## config.mk

```make
export PLATFORM = sky130hd
export DESIGN_NAME = seg_display_driver_flat
export DESIGN_NICKNAME = d
export VERILOG_FILES = /design/src/rtl/seg_display_driver_if.sv /design/src/rtl/seg_display_driver.sv /design/src/flat_wrapper.sv
export SDC_FILE = /design/constraint.sdc
export NUM_CORES = 1
export LEC_CHECK = 0
export CAP_MARGIN = 15
export CORE_AREA = 3 3 143 117
export CTS_CLUSTER_SIZE = 8
export DETAILED_ROUTE_END_ITERATION = 8
export DIE_AREA = 0 0 146 120
export GPL_TIMING_DRIVEN = 0
export PLACE_DENSITY = 0.79
export SYNTH_ARGS = -nofsm -noshare
export SYNTH_HDL_FRONTEND = slang
export SYNTH_SLANG_ARGS = --single-unit
```

## constraint.sdc

```tcl
create_clock -name clock -period 3.8 [get_ports clock]
set_clock_uncertainty 0.15 [all_clocks]
set_input_delay 1.14 -clock clock [delete_from_list [all_inputs] [get_ports clock]]
set_output_delay 1.14 -clock clock [all_outputs]
set_load 0.01 [all_outputs]
```

## src/rtl/seg_display_driver_if.sv

```systemverilog
// seg_display_driver_if: request/result bundle between the CPU out_port
// logic (master) and the seven-segment driver (slave).
interface seg_display_driver_if #(
   parameter int WIDTH  = 32,
   parameter int DIGITS = 6
);
   logic                  start;
   logic [WIDTH-1:0]      value;
   logic                  hex_mode;
   logic                  blank_lz;
   logic                  busy;
   logic                  done;
   logic                  ovf;
   logic                  neg;
   logic [4*DIGITS-1:0]   bcd;
   logic [7*DIGITS-1:0]   seg;

   modport master (
      output start, value, hex_mode, blank_lz,
      input  busy, done, ovf, neg, bcd, seg
   );

   modport slave (
      input  start, value, hex_mode, blank_lz,
      output busy, done, ovf, neg, bcd, seg
   );
endinterface

```

## src/rtl/seg_display_driver.sv

```systemverilog
// seg_display_driver: binary to seven-segment driver for the DE1-SoC HEX bank.
// Decimal digits come from a sequential double-dabble converter (WIDTH shift
// cycles), hex digits are taken straight from the value nibbles.
// Segments are gfedcba, active-low; digit 0 is the rightmost.
// Optional macro DISP_SIGNED_EN: treat value as two's complement in decimal
// mode and show a leading minus sign.
module seg_display_driver #(
   parameter int WIDTH  = 32,
   parameter int DIGITS = 6
) (
   input  logic                  clock,
   input  logic                  reset,
   seg_display_driver_if.slave   bus
);

   localparam int BW   = 4 * DIGITS;
   localparam int SW   = 7 * DIGITS;
   localparam int PADW = (WIDTH > BW) ? WIDTH : BW;
   localparam int CW   = $clog2(WIDTH + 1);

   localparam logic [6:0] SEG_DASH  = 7'b0111111;
   localparam logic [6:0] SEG_BLANK = 7'b1111111;

   typedef enum logic [1:0] {S_IDLE, S_SHIFT, S_DONE} state_t;

   state_t             state_q, state_d;
   logic [WIDTH-1:0]   bin_q, bin_d;
   logic [BW-1:0]      work_q, work_d;
   logic [CW-1:0]      cnt_q, cnt_d;
   logic               wovf_q, wovf_d;
   logic               wneg_q, wneg_d;
   logic               blank_q, blank_d;
   logic               busy_q, busy_d;
   logic               done_q, done_d;
   logic               ovf_q, ovf_d;
   logic               neg_q, neg_d;
   logic [BW-1:0]      bcd_q, bcd_d;
   logic [SW-1:0]      seg_q, seg_d;

   // accept-time values
   logic [WIDTH-1:0]   mag;
   logic               sgn;
   logic [PADW-1:0]    pad;
   logic               hex_ovf;

   // double-dabble step
   logic [BW-1:0]      corr;

   // final display
   logic [SW-1:0]      disp;
   logic               fovf;
   int                 msnz;
   int                 minus_pos;

   function automatic logic [6:0] seg7(input logic [3:0] d);
      logic [6:0] s;
      case (d)
         4'h0: s = 7'b1000000;
         4'h1: s = 7'b1111001;
         4'h2: s = 7'b0100100;
         4'h3: s = 7'b0110000;
         4'h4: s = 7'b0011001;
         4'h5: s = 7'b0010010;
         4'h6: s = 7'b0000010;
         4'h7: s = 7'b1111000;
         4'h8: s = 7'b0000000;
         4'h9: s = 7'b0010000;
         4'hA: s = 7'b0001000;
         4'hB: s = 7'b0000011;
         4'hC: s = 7'b1000110;
         4'hD: s = 7'b0100001;
         4'hE: s = 7'b0000110;
         default: s = 7'b0001110;
      endcase
      return s;
   endfunction

   // Magnitude, sign and hex view of the incoming value
   always_comb begin
      mag = bus.value;
      sgn = 1'b0;
`ifdef DISP_SIGNED_EN
      // '0 - value also yields the right unsigned magnitude for the most
      // negative value (2^(WIDTH-1) still fits in WIDTH bits)
      if (!bus.hex_mode && bus.value[WIDTH-1]) begin
         mag = '0 - bus.value;
         sgn = 1'b1;
      end
`endif
      pad     = PADW'(bus.value);
      hex_ovf = |(pad >> BW);
   end

   // Add-3 correction on every BCD digit >= 5 ahead of the shift
   always_comb begin
      corr = work_q;
      for (int i = 0; i < DIGITS; i++) begin
         if (work_q[4*i +: 4] >= 4'd5)
            corr[4*i +: 4] = work_q[4*i +: 4] + 4'd3;
      end
   end

   // Segment image of the finished conversion: dashes, minus, blanking
   always_comb begin
      msnz = 0;
      for (int i = 0; i < DIGITS; i++) begin
         if (work_q[4*i +: 4] != 4'd0)
            msnz = i;
      end
      // a negative value needs the top digit free for the minus sign
      fovf      = wovf_q | (wneg_q & (work_q[BW-1 -: 4] != 4'd0));
      minus_pos = blank_q ? msnz + 1 : DIGITS - 1;
      disp      = '1;
      for (int i = 0; i < DIGITS; i++) begin
         if (fovf)
            disp[7*i +: 7] = SEG_DASH;
         else if (wneg_q && (i == minus_pos))
            disp[7*i +: 7] = SEG_DASH;
         else if (blank_q && (i > msnz))
            disp[7*i +: 7] = SEG_BLANK;
         else
            disp[7*i +: 7] = seg7(work_q[4*i +: 4]);
      end
   end

   // FSM state register
   always_ff @(posedge clock) begin
      if (reset)
         state_q <= S_IDLE;
      else
         state_q <= state_d;
   end

   // Next state and datapath updates
   always_comb begin
      state_d = state_q;
      bin_d   = bin_q;
      work_d  = work_q;
      cnt_d   = cnt_q;
      wovf_d  = wovf_q;
      wneg_d  = wneg_q;
      blank_d = blank_q;
      busy_d  = busy_q;
      done_d  = 1'b0;
      ovf_d   = ovf_q;
      neg_d   = neg_q;
      bcd_d   = bcd_q;
      seg_d   = seg_q;
      case (state_q)
         S_IDLE: begin
            if (bus.start) begin
               bin_d   = mag;
               wneg_d  = sgn;
               blank_d = bus.blank_lz;
               busy_d  = 1'b1;
               cnt_d   = '0;
               if (bus.hex_mode) begin
                  work_d  = pad[BW-1:0];
                  wovf_d  = hex_ovf;
                  state_d = S_DONE;
               end else begin
                  work_d  = '0;
                  wovf_d  = 1'b0;
                  state_d = S_SHIFT;
               end
            end
         end
         S_SHIFT: begin
            work_d = {corr[BW-2:0], bin_q[WIDTH-1]};
            bin_d  = {bin_q[WIDTH-2:0], 1'b0};
            wovf_d = wovf_q | corr[BW-1];
            cnt_d  = cnt_q + CW'(1);
            if (cnt_q == CW'(WIDTH - 1))
               state_d = S_DONE;
         end
         S_DONE: begin
            bcd_d   = work_q;
            ovf_d   = fovf;
            neg_d   = wneg_q;
            seg_d   = disp;
            done_d  = 1'b1;
            busy_d  = 1'b0;
            state_d = S_IDLE;
         end
         default: state_d = S_IDLE;
      endcase
   end

   // Datapath and output registers
   always_ff @(posedge clock) begin
      if (reset) begin
         bin_q   <= '0;
         work_q  <= '0;
         cnt_q   <= '0;
         wovf_q  <= 1'b0;
         wneg_q  <= 1'b0;
         blank_q <= 1'b0;
         busy_q  <= 1'b0;
         done_q  <= 1'b0;
         ovf_q   <= 1'b0;
         neg_q   <= 1'b0;
         bcd_q   <= '0;
         seg_q   <= '1;
      end else begin
         bin_q   <= bin_d;
         work_q  <= work_d;
         cnt_q   <= cnt_d;
         wovf_q  <= wovf_d;
         wneg_q  <= wneg_d;
         blank_q <= blank_d;
         busy_q  <= busy_d;
         done_q  <= done_d;
         ovf_q   <= ovf_d;
         neg_q   <= neg_d;
         bcd_q   <= bcd_d;
         seg_q   <= seg_d;
      end
   end

   assign bus.busy = busy_q;
   assign bus.done = done_q;
   assign bus.ovf  = ovf_q;
   assign bus.neg  = neg_q;
   assign bus.bcd  = bcd_q;
   assign bus.seg  = seg_q;

endmodule

```

## src/flat_wrapper.sv

```systemverilog
// flat-port wrapper written by rule: the top's interface ports become plain ports
module seg_display_driver_flat 
#(
   parameter int WIDTH  = 32,
   parameter int DIGITS = 6
)
  (clock, reset, bus_start, bus_value, bus_hex_mode, bus_blank_lz, bus_busy, bus_done, bus_ovf, bus_neg, bus_bcd, bus_seg);
  seg_display_driver_if #(.WIDTH(WIDTH), .DIGITS(DIGITS)) bus_i ();
  input  logic clock;
  input  logic reset;
  input wire logic [$bits(bus_i.start)-1:0] bus_start;
  input wire logic [$bits(bus_i.value)-1:0] bus_value;
  input wire logic [$bits(bus_i.hex_mode)-1:0] bus_hex_mode;
  input wire logic [$bits(bus_i.blank_lz)-1:0] bus_blank_lz;
  output wire logic [$bits(bus_i.busy)-1:0] bus_busy;
  output wire logic [$bits(bus_i.done)-1:0] bus_done;
  output wire logic [$bits(bus_i.ovf)-1:0] bus_ovf;
  output wire logic [$bits(bus_i.neg)-1:0] bus_neg;
  output wire logic [$bits(bus_i.bcd)-1:0] bus_bcd;
  output wire logic [$bits(bus_i.seg)-1:0] bus_seg;
  assign bus_i.start = bus_start;
  assign bus_i.value = bus_value;
  assign bus_i.hex_mode = bus_hex_mode;
  assign bus_i.blank_lz = bus_blank_lz;
  assign bus_busy = bus_i.busy;
  assign bus_done = bus_i.done;
  assign bus_ovf = bus_i.ovf;
  assign bus_neg = bus_i.neg;
  assign bus_bcd = bus_i.bcd;
  assign bus_seg = bus_i.seg;
  seg_display_driver #(.WIDTH(WIDTH), .DIGITS(DIGITS)) u_core (.clock(clock), .reset(reset), .bus(bus_i));
endmodule
```

==> key figures <==
Clock tree
  – Reg clk slew, reported paths: about 0.060 ns
  – Clk_lat worst skew: about 0.43 ns
  – Clock Tree Buf Depth: 2
  – CTS tree: yes
  – Clk sink count: 177
  – TritonCTS Buffers: 17
  – Number of post-CTS setup repair buffers: 0
  – Post-cts hold buffer count: 0
  – CTS Root Cell: clkbuf_16
  – CTS HTree Levels: 4

Placed design
  – Gpl congestion: around 0.92
  – Port Buffers: approximately 110
  – Area after DPL: between 9000 and 10000 µm²
  – Post-Place Cells: roughly 1300
  – Worst slack, placed: -0.717 ns
  – Post-DP HPWL: about 17000 µm

Yosys
  – Post-synth EDFFs: 0
  – Mapped Nets: 1072
  – Synth Area per Inst: between 8 and 9 µm²
  – FFs w/ async S/R, synth: 0%
  – Mapped cell area: around 8600 µm²
  – Ys flop type: dfxtp_1
  – Cell variety after synth: 68
  – Post-synthesis sequential area ratio: between 40% and 50%
  – Yosys warns: 0
  – Post-synthesis instance total: 990
  – Yosys reg bits: between 150 and 200

Pwr
  – Pwr Density: ~470 nW/µm²
  – Power Total: roughly 5 mW
  – Pleak: slightly above 4 nW
  – VDD IR-drop max: approximately 0.34 mV

Finish
  – # nets final: ~1200
  – Util after Layout: 68.0%
  – Fin cells: around 1300
  – Most frequent cells in the layout: dfxtp_1, nand2_1, clkdlybuf4s50_1
  – Design area: 10600 µm²
  – Antenna diodes: 0
  – Fill cells: 1260
  – Most common cell after layout, fill and taps aside: dfxtp_1
  – Layout cells sized above 1: 8.70%
  – Layout Area Growth over Synthesis: 23.3%

Floorplan
  – Die area: between 15000 and 20000 µm²
  – # IOs: approximately 110
  – Chip width: 146 µm
  – Row count: 41
  – Core area: 15500 µm²
  – Die Span Y: approximately 120 µm
  – Starting Density: approximately 55%

Global routing
  – Total gr overflow: 0
  – Largest net degree at the start of global routing: 17
  – First-pass GRT wire length: between 30000 and 40000 µm
  – Vias in the first global route: 7291
  – GR Util All Layers: about 27%
  – Initial antenna violation count: 0

Worst setup path
  – CP Class: input port to flop
  – Worst Path Required: about 4.0 ns
  – Flop2flop setup slack: 0.58 ns
  – Crit end category: flop
  – Setup crit start kind: input port
  – CP arrival: about 3.8 ns
  – Crit-path max FO: 10

Timing
  – Hold Violations, Final: 0
  – Min Tclk post-route: ~3.7 ns
  – Fmax: between 0.2 and 0.3 GHz
  – Setup violators final: 0
  – Relative slew slack: around 40%
  – RSZ-0062 raised after global routing: no
  – Transition time at the pin with the least slew margin: around 0.89 ns
  – Setup TNS: 0 ns
  – Final worst slack: 0.132 ns
  – Max-slew violation count: 0
  – Final worst-path cycle share: between 90 and 100%
  – Worst hold margin: between 0.2 and 0.3 ns

Detailed routing
  – Vias per inst: 5.78
  – Detail Route Antenna Nets: 0
  – Iter 0 DRT Violations: about 770
  – Vias: around 7800
  – Drt wl/cell: between 15 and 20 µm
  – DRC viols: 0
  – TritonRoute pass-1 iters: 5
  – Total Wirelength: between 20000 and 25000 µm

Outcome
  – Status: finished, final reports clean

Flow run
  – Total of max-cap violations: 0

Min path
  – Worst hold path class: flop to flop
critical path, cell delays in order:
cell	delay, ns
clkdlybuf4s50_1	0.60
buf_2	0.38
clkbuf_4	0.36
clkbuf_2	0.37
nor2_1	0.17
inv_1	0.16
ha_1	0.17
inv_1	0.04
mux4_2	0.43
final timing paths:
check	depth (start not counted)	from	to
worst max register to register	9	u_core.work_q[16]$_SDFFE_PP0N_	flop
worst min register to register	2	flop	u_core.bus.seg[23]$_SDFFE_PP1P_
worst min-delay path	2	flop	u_core.bus.seg[23]$_SDFFE_PP1P_
worst max-delay path	9	reset	flop
cells in the mapped netlist (all sizes together) (7+ instances only):
cell type | count | area [µm²]
a2111oi | 16 | 246
a211o | 8 | 70.1
a21oi | 77 | 400
a221oi | 8 | 88.8
a311oi | 7 | 61.3
a31oi | 26 | 163
buf | 38 | 200
clkbuf | 31 | 116
dfxtp | 177 | 3540
ha | 45 | 563
inv | 47 | 176
mux2 | 10 | 120
mux2i | 15 | 150
nand2 | 149 | 559
nand2b | 45 | 282
nand3 | 27 | 135
nor2 | 89 | 337
nor2b | 9 | 56.3
nor3 | 12 | 60.1
o21ai | 20 | 108
o21bai | 7 | 56.3
o22ai | 46 | 288
xnor2 | 10 | 87.6
routing by layer:
| layer | up-vias | GRT usage [%] | part of all wire [%] |
|---|---|---|---|
| met3 | 58 | 6.27 | 7.2 |
| met4 | 0 | 10.2 | 2.7 |
| met2 | 320 | 42.3 | 45 |
| met1 | 3651 | 35.8 | 45 |
| li1 | 3725 | - | - |
| met5 | - | 0 | 0 |
final cells by class:
class                   instances  area (µm²)  area share (%)
flip-flops and latches        177        3540            33.5
repair buffers                105        1050            9.95
clock inverters                 8         105           0.995
plain buffers                  69         322            3.04
multi-input cells             697        4620            43.7
inverters                      47         176            1.67
clock buffers                  23         478            4.52
well taps                     215         269            2.55
cell families after synthesis:
| kind of cell | share of synthesized area, % |
|---|---|
| mux | 4.47 |
| simple gates | 19.0 |
| buf+inv | 5.75 |
| fa+ha+maj | 6.57 |
| flops | 41.4 |
| other cells | 0.0438 |
| compound gates | 21.7 |
| xor+xnor | 1.12 |
power breakdown:
part | switching (mW) | total (mW) | internal [mW]
sequential | 0.114 | 2.16 | 2.05
combinational | 0.637 | 1.11 | 0.472
clock | 0.715 | 1.73 | 1.02
repair_timing:
item / 4_1_cts / 5_1_grt
gates resized for setup: 4 / 8
pin swaps: 0 / 0
setup endpoints to repair: 8 / 11
endpoints found under the hold margin: 0 / 0
(Power assumes the default switching activity.)
